<file path="src/rtl/uart_rx_deserializer.sv">
// UART receive deserializer: oversampled start/data/stop framing with a 2-flop input synchronizer.
// Define UART_RX_PARITY_EN to compile in the parity bit, its check and parity_err.
module uart_rx_deserializer #(
  parameter int unsigned OVERSAMPLE = 16,
  parameter int unsigned PARITY_ODD = 0
) (
  input  logic       clk,
  input  logic       rst,
  input  logic       rx,
  input  logic       baud_pulse,
  output logic       uart_rx_done,
  output logic [7:0] rx_data,
  output logic       frame_err,
  output logic       parity_err
);

  localparam int unsigned TickW = $clog2(OVERSAMPLE);
  localparam logic [TickW-1:0] HalfTick = TickW'(OVERSAMPLE / 2 - 1);
  localparam logic [TickW-1:0] LastTick = TickW'(OVERSAMPLE - 1);

  if (OVERSAMPLE < 4 || OVERSAMPLE > 64 || (OVERSAMPLE & (OVERSAMPLE - 1)) != 0 ||
      PARITY_ODD > 1) begin : gen_param_check
    $error("uart_rx_deserializer: OVERSAMPLE must be a power of two in 4..64, PARITY_ODD 0/1");
  end

  typedef enum logic [2:0] {
    StIdle,
    StStart,
    StData,
`ifdef UART_RX_PARITY_EN
    StParity,
`endif
    StStop,
    StWaitHigh
  } state_e;

  state_e           state_q, state_d;
  logic             rx_meta_q, rxs_q;
  logic [TickW-1:0] tick_q, tick_d;
  logic [2:0]       bit_cnt_q, bit_cnt_d;
  logic [7:0]       shift_q, shift_d;
  logic [7:0]       rx_data_q, rx_data_d;
  logic             done_q, done_d;
  logic             frame_err_q, frame_err_d;
  logic             sample;

  // Decisions are made on the baud_pulse that lands on the relevant tick.
  assign sample = baud_pulse && (tick_q == LastTick);

`ifdef UART_RX_PARITY_EN
  localparam logic ParityOdd = (PARITY_ODD != 0);

  logic par_mis_q, par_mis_d;
  logic parity_err_q, parity_err_d;
`endif

  always_ff @(posedge clk or negedge rst) begin
    if (!rst) begin
      rx_meta_q <= 1'b1;
      rxs_q     <= 1'b1;
    end else begin
      rx_meta_q <= rx;
      rxs_q     <= rx_meta_q;
    end
  end

  always_ff @(posedge clk or negedge rst) begin
    if (!rst) begin
      state_q     <= StIdle;
      tick_q      <= '0;
      bit_cnt_q   <= '0;
      shift_q     <= '0;
      rx_data_q   <= '0;
      done_q      <= 1'b0;
      frame_err_q <= 1'b0;
    end else begin
      state_q     <= state_d;
      tick_q      <= tick_d;
      bit_cnt_q   <= bit_cnt_d;
      shift_q     <= shift_d;
      rx_data_q   <= rx_data_d;
      done_q      <= done_d;
      frame_err_q <= frame_err_d;
    end
  end

`ifdef UART_RX_PARITY_EN
  always_ff @(posedge clk or negedge rst) begin
    if (!rst) begin
      par_mis_q    <= 1'b0;
      parity_err_q <= 1'b0;
    end else begin
      par_mis_q    <= par_mis_d;
      parity_err_q <= parity_err_d;
    end
  end
`endif

  always_comb begin
    state_d     = state_q;
    tick_d      = tick_q;
    bit_cnt_d   = bit_cnt_q;
    shift_d     = shift_q;
    rx_data_d   = rx_data_q;
    done_d      = 1'b0;
    frame_err_d = 1'b0;
`ifdef UART_RX_PARITY_EN
    par_mis_d    = par_mis_q;
    parity_err_d = 1'b0;
`endif

    if (baud_pulse) begin
      tick_d = tick_q + TickW'(1);
    end

    unique case (state_q)
      StIdle: begin
        tick_d    = '0;
        bit_cnt_d = '0;
`ifdef UART_RX_PARITY_EN
        par_mis_d = 1'b0;
`endif
        if (!rxs_q) begin
          state_d = StStart;
        end
      end

      // Half a bit in: a line that has gone high again was a glitch.
      StStart: begin
        if (baud_pulse && (tick_q == HalfTick)) begin
          tick_d  = '0;
          state_d = rxs_q ? StIdle : StData;
        end
      end

      StData: begin
        if (sample) begin
          tick_d    = '0;
          shift_d   = {rxs_q, shift_q[7:1]};
          bit_cnt_d = bit_cnt_q + 3'd1;
          if (bit_cnt_q == 3'd7) begin
`ifdef UART_RX_PARITY_EN
            state_d = StParity;
`else
            state_d = StStop;
`endif
          end
        end
      end

`ifdef UART_RX_PARITY_EN
      StParity: begin
        if (sample) begin
          tick_d    = '0;
          par_mis_d = ((^shift_q) ^ rxs_q) != ParityOdd;
          state_d   = StStop;
        end
      end
`endif

      // Leaving at mid-stop lets a back-to-back start edge be caught.
      StStop: begin
        if (sample) begin
          tick_d = '0;
          if (!rxs_q) begin
            frame_err_d = 1'b1;
            state_d     = StWaitHigh;
`ifdef UART_RX_PARITY_EN
          end else if (par_mis_q) begin
            parity_err_d = 1'b1;
            state_d      = StIdle;
`endif
          end else begin
            done_d    = 1'b1;
            rx_data_d = shift_q;
            state_d   = StIdle;
          end
        end
      end

      StWaitHigh: begin
        tick_d = '0;
        if (rxs_q) begin
          state_d = StIdle;
        end
      end

      default: begin
        tick_d  = '0;
        state_d = StIdle;
      end
    endcase
  end

  assign uart_rx_done = done_q;
  assign rx_data      = rx_data_q;
  assign frame_err    = frame_err_q;
`ifdef UART_RX_PARITY_EN
  assign parity_err   = parity_err_q;
`else
  assign parity_err   = 1'b0;
`endif

endmodule

</file>
<file path="config.mk">
export PLATFORM = sky130hd
export DESIGN_NAME = uart_rx_deserializer
export DESIGN_NICKNAME = d
export VERILOG_FILES = /design/src/rtl/uart_rx_deserializer.sv
export SDC_FILE = /design/constraint.sdc
export NUM_CORES = 1
export LEC_CHECK = 0
export CELL_PAD_IN_SITES_DETAIL_PLACEMENT = 0
export CELL_PAD_IN_SITES_GLOBAL_PLACEMENT = 1
export CORE_MARGIN = 4
export CORE_UTILIZATION = 48
export DETAILED_ROUTE_END_ITERATION = 8
export PLACE_DENSITY = 0.78
export REMOVE_ABC_BUFFERS = 1
export SYNTH_ARGS = -nofsm -noshare
export SYNTH_HDL_FRONTEND = slang
export SYNTH_SLANG_ARGS = --single-unit
</file>
<file path="constraint.sdc">
create_clock -name clk -period 2.7 [get_ports clk]
set_clock_uncertainty 0.05 [all_clocks]
set_input_delay 0.405 -clock clk [delete_from_list [all_inputs] [get_ports clk]]
set_output_delay 0.405 -clock clk [all_outputs]
set_load 0.005 [all_outputs]
</file>
==> metrics <==
combinational family with the most area after synthesis=multiplexers; Placeable Area=2734 um^2; synth-to-layout area growth=14.70%; PortBufs=13; Total Routed Length=2299 um; transition at the pin with the smallest max-transition slack=0.5785 ns; average instance area after synthesis=12.93 um^2; Layout Nets=128; aggregate global routing overflow=0; post-synthesis compound-gate area fraction=7.580%; DIE AREA=3773 um^2; register-to-register path setup slack=0.75 ns; number of inserted filler cells in the final layout=236; power density over the cells=656.1 nW/um^2; CP startpoint kind=flop; Syn. warnings=0; # clock sinks=30; final standard cell count with taps included and fillers excluded=153; arrival time worst endpoint=2.11 ns; sequential-to-total area share from yosys stat=54.98%; post-detailed-route DRC marker count=0; type of the worst setup path=flop to flop; fraction of registers with async set or reset after synthesis=100.0%; xor and xnor area share after synthesis=1.918%; Max Buffers Root-to-Sink=2; Final TNS setup=0 ns; routed via count=845; master cell of the clock root buffer=sky130_fd_sc_hd__clkbuf_4; end-of-flow core utilization=57.48%; Wirelength per Cell=15.03 um; critical-path maximum fanout=9; end of the worst hold path=rxs_q; CTS resizes=0; height of the die=61.43 um; highest clock rate=514.1 MHz; # H-tree levels=2; Post-synth top flop=sky130_fd_sc_hd__dfrtp_1; endpoint kind of the worst setup timing path=flop; number of antenna cells inserted=0; starting utilization of the core area=50.11%; total setup violations reported at the end of the flow=0; fraction of layout instances using a drive strength above 1=27.87%; number of placed instances with taps included=145; number of iterations in the first detailed-routing pass=4; data required time of the worst path=2.87 ns; wire length of the first global-routing pass=4084 um; relative slew slack=61.31%; status=completed; 1st-iter DRT viols=12; number of placement rows=19; HPWL reported at the end of detailed placement=1549 um; adder and majority gate portion of the synthesized area=2.740%; number of synthesized register bits=30; minimum period implied by the final worst setup slack=1.945 ns; count of unique library cells instantiated by Yosys=37; pin count of the biggest net entering global routing=19; cell depth of the worst hold path=0; CTS tree=built; Final Cycle Share=72.04%; gate count after technology mapping=106; number of antenna violations at the first check in global routing=0; number of synthesized flops with an enable pin=0; number of clock buffers inserted by TritonCTS=5; I/O pin count=15; simple-gate portion of the synthesized area=12.51%; Tightest Hold Check Type=flop to flop; Hold Vio Cnt, Final=0; post-route total power=1.031 mW; GP Congestion=0.7040; worst flop-to-flop path startpoint=tick_q[0]; via count of the first global-routing pass=883; leakage component of the power=0.7554 nW; insertion delay of the later-clocked pin in the worst-skew pair=0.33 ns; antenna-violating nets left=0; multiplexer share of the synthesized area=16.35%; quantity of hold-fixing buffers added after cts=0; global-route usage over all layers=15.41%; launch point of the worst hold path=rx_meta_q; critical register-to-register path endpoint=rx_data[7]; clock edge transition at the registers on the reported setup and hold paths=0.09 ns; synthesized cell area=1370 um^2; number of violations of the max-capacitance limit=0; die boundary width=61.43 um; worst r2r path cells=4; post-CTS repair timing setup buffer count=0; fin. max-slew vios=0; worst slack on hold paths=0.3104 ns; Peak VDD IR=0.0004611 V; routed via count divided by cell count=5.523; setup repair after global routing missed its margin=false
cells by family after synthesis:
group	count (synthesis)
AND/OR/NAND/NOR	26
XOR/XNOR	3
flip-flops	30
multiplexers	20
buffers and inverters	9
other	1
adder cells (fa/ha/maj)	3
AO/OA/AOI/OAI	14
stage by stage:
stage / setup slack [ns] / cell area, um^2
final: 0.7549 / 1572
after global routing: 0.6610 / 1572
after CTS: 0.7514 / 1572
after detailed placement: 0.5700 / 1511
after global placement: 0.6080 / 1511
after floorplan: 0.9949 / 1328
power by group:
group,internal (mW),leakage [nW],total [mW],switching [mW]
registers,0.491,0.402,0.582,0.0909
clock network,0.126,0.0353,0.273,0.147
logic,0.0922,0.319,0.176,0.0840
flip-flops by register name, indices dropped and copies added (netlist names):
name,flops
shift_q,8
state_q,3
frame_err,1
bit_cnt_q,3
rx_meta_q,1
uart_rx_done,1
rxs_q,1
tick_q,4
rx_data,8
layout by cell type, fill, tap and decap left out, drive strengths merged, types with 3 or more instances in the layout:
| cell type | count |
|---|---|
| nand3 | 3 |
| nor2b | 3 |
| clkbuf | 7 |
| nand2 | 4 |
| mux2 | 19 |
| a22o | 3 |
| ha | 3 |
| clkdlybuf4s50 | 13 |
| dfrtp | 28 |
| nor2 | 5 |
worst max-delay path, stage by stage (launching register included):
cell and delay, ns:
sky130_fd_sc_hd__dfrtp_1 0.40, sky130_fd_sc_hd__ha_1 0.27, sky130_fd_sc_hd__and4_1 0.48, sky130_fd_sc_hd__nand4_4 0.26, sky130_fd_sc_hd__mux2_2 0.36
worst max-delay path by stage:
stage,startpoint,endpoint,slack (ns)
2_1_floorplan,tick_q[0],bit_cnt_q[0],0.99
3_3_place_gp,baud_pulse,rx_data[6],0.61
3_5_place_dp,baud_pulse,rx_data[7],0.57
4_1_cts,tick_q[0],rx_data[7],0.75
5_1_grt,tick_q[0],rx_data[7],0.66
6_report,tick_q[0],rx_data[7],0.75
cell usage after synthesis (2+ instances only):
cell type                  instances  share of area (%)
sky130_fd_sc_hd__dfrtp_1          28                 51
sky130_fd_sc_hd__mux2_2           19                 16
sky130_fd_sc_hd__nor2_1            5                1.4
sky130_fd_sc_hd__nand2_1           4                1.1
sky130_fd_sc_hd__a22o_1            3                1.9
sky130_fd_sc_hd__ha_1              3                2.7
sky130_fd_sc_hd__nor2b_1           3                1.4
sky130_fd_sc_hd__a21oi_1           2               0.73
sky130_fd_sc_hd__a31oi_1           2               0.91
sky130_fd_sc_hd__buf_4             2                1.1
sky130_fd_sc_hd__clkbuf_1          2               0.55
sky130_fd_sc_hd__dfstp_2           2                3.8
sky130_fd_sc_hd__inv_1             2               0.55
sky130_fd_sc_hd__nand3_1           2               0.73
sky130_fd_sc_hd__nor3_1            2               0.73
sky130_fd_sc_hd__nor3b_1           2                1.1
sky130_fd_sc_hd__or2_2             2               0.91
sky130_fd_sc_hd__xnor2_1           2                1.3
routing by layer:
layer  vias up  GRT usage [%]  wire length (um)
li1        409              -                 -
met1       416          19.84              1085
met2        15          22.81              1051
met3         5          7.338               130
met4         0          5.455                31
met5         -              0                 0
area by class of cell:
cell class | count | area [um^2] | area share [%]
Multi-Input combinational cell | 67 | 566.8 | 36.07
Clock buffer | 7 | 55.05 | 3.503
Sequential cell | 30 | 753.2 | 47.93
Inverter | 2 | 7.507 | 0.4777
Clock inverter | 1 | 5.005 | 0.3185
Tap cell | 31 | 38.79 | 2.468
Timing Repair Buffer | 15 | 145.1 | 9.236
Power figures use the tool's default switching activity.
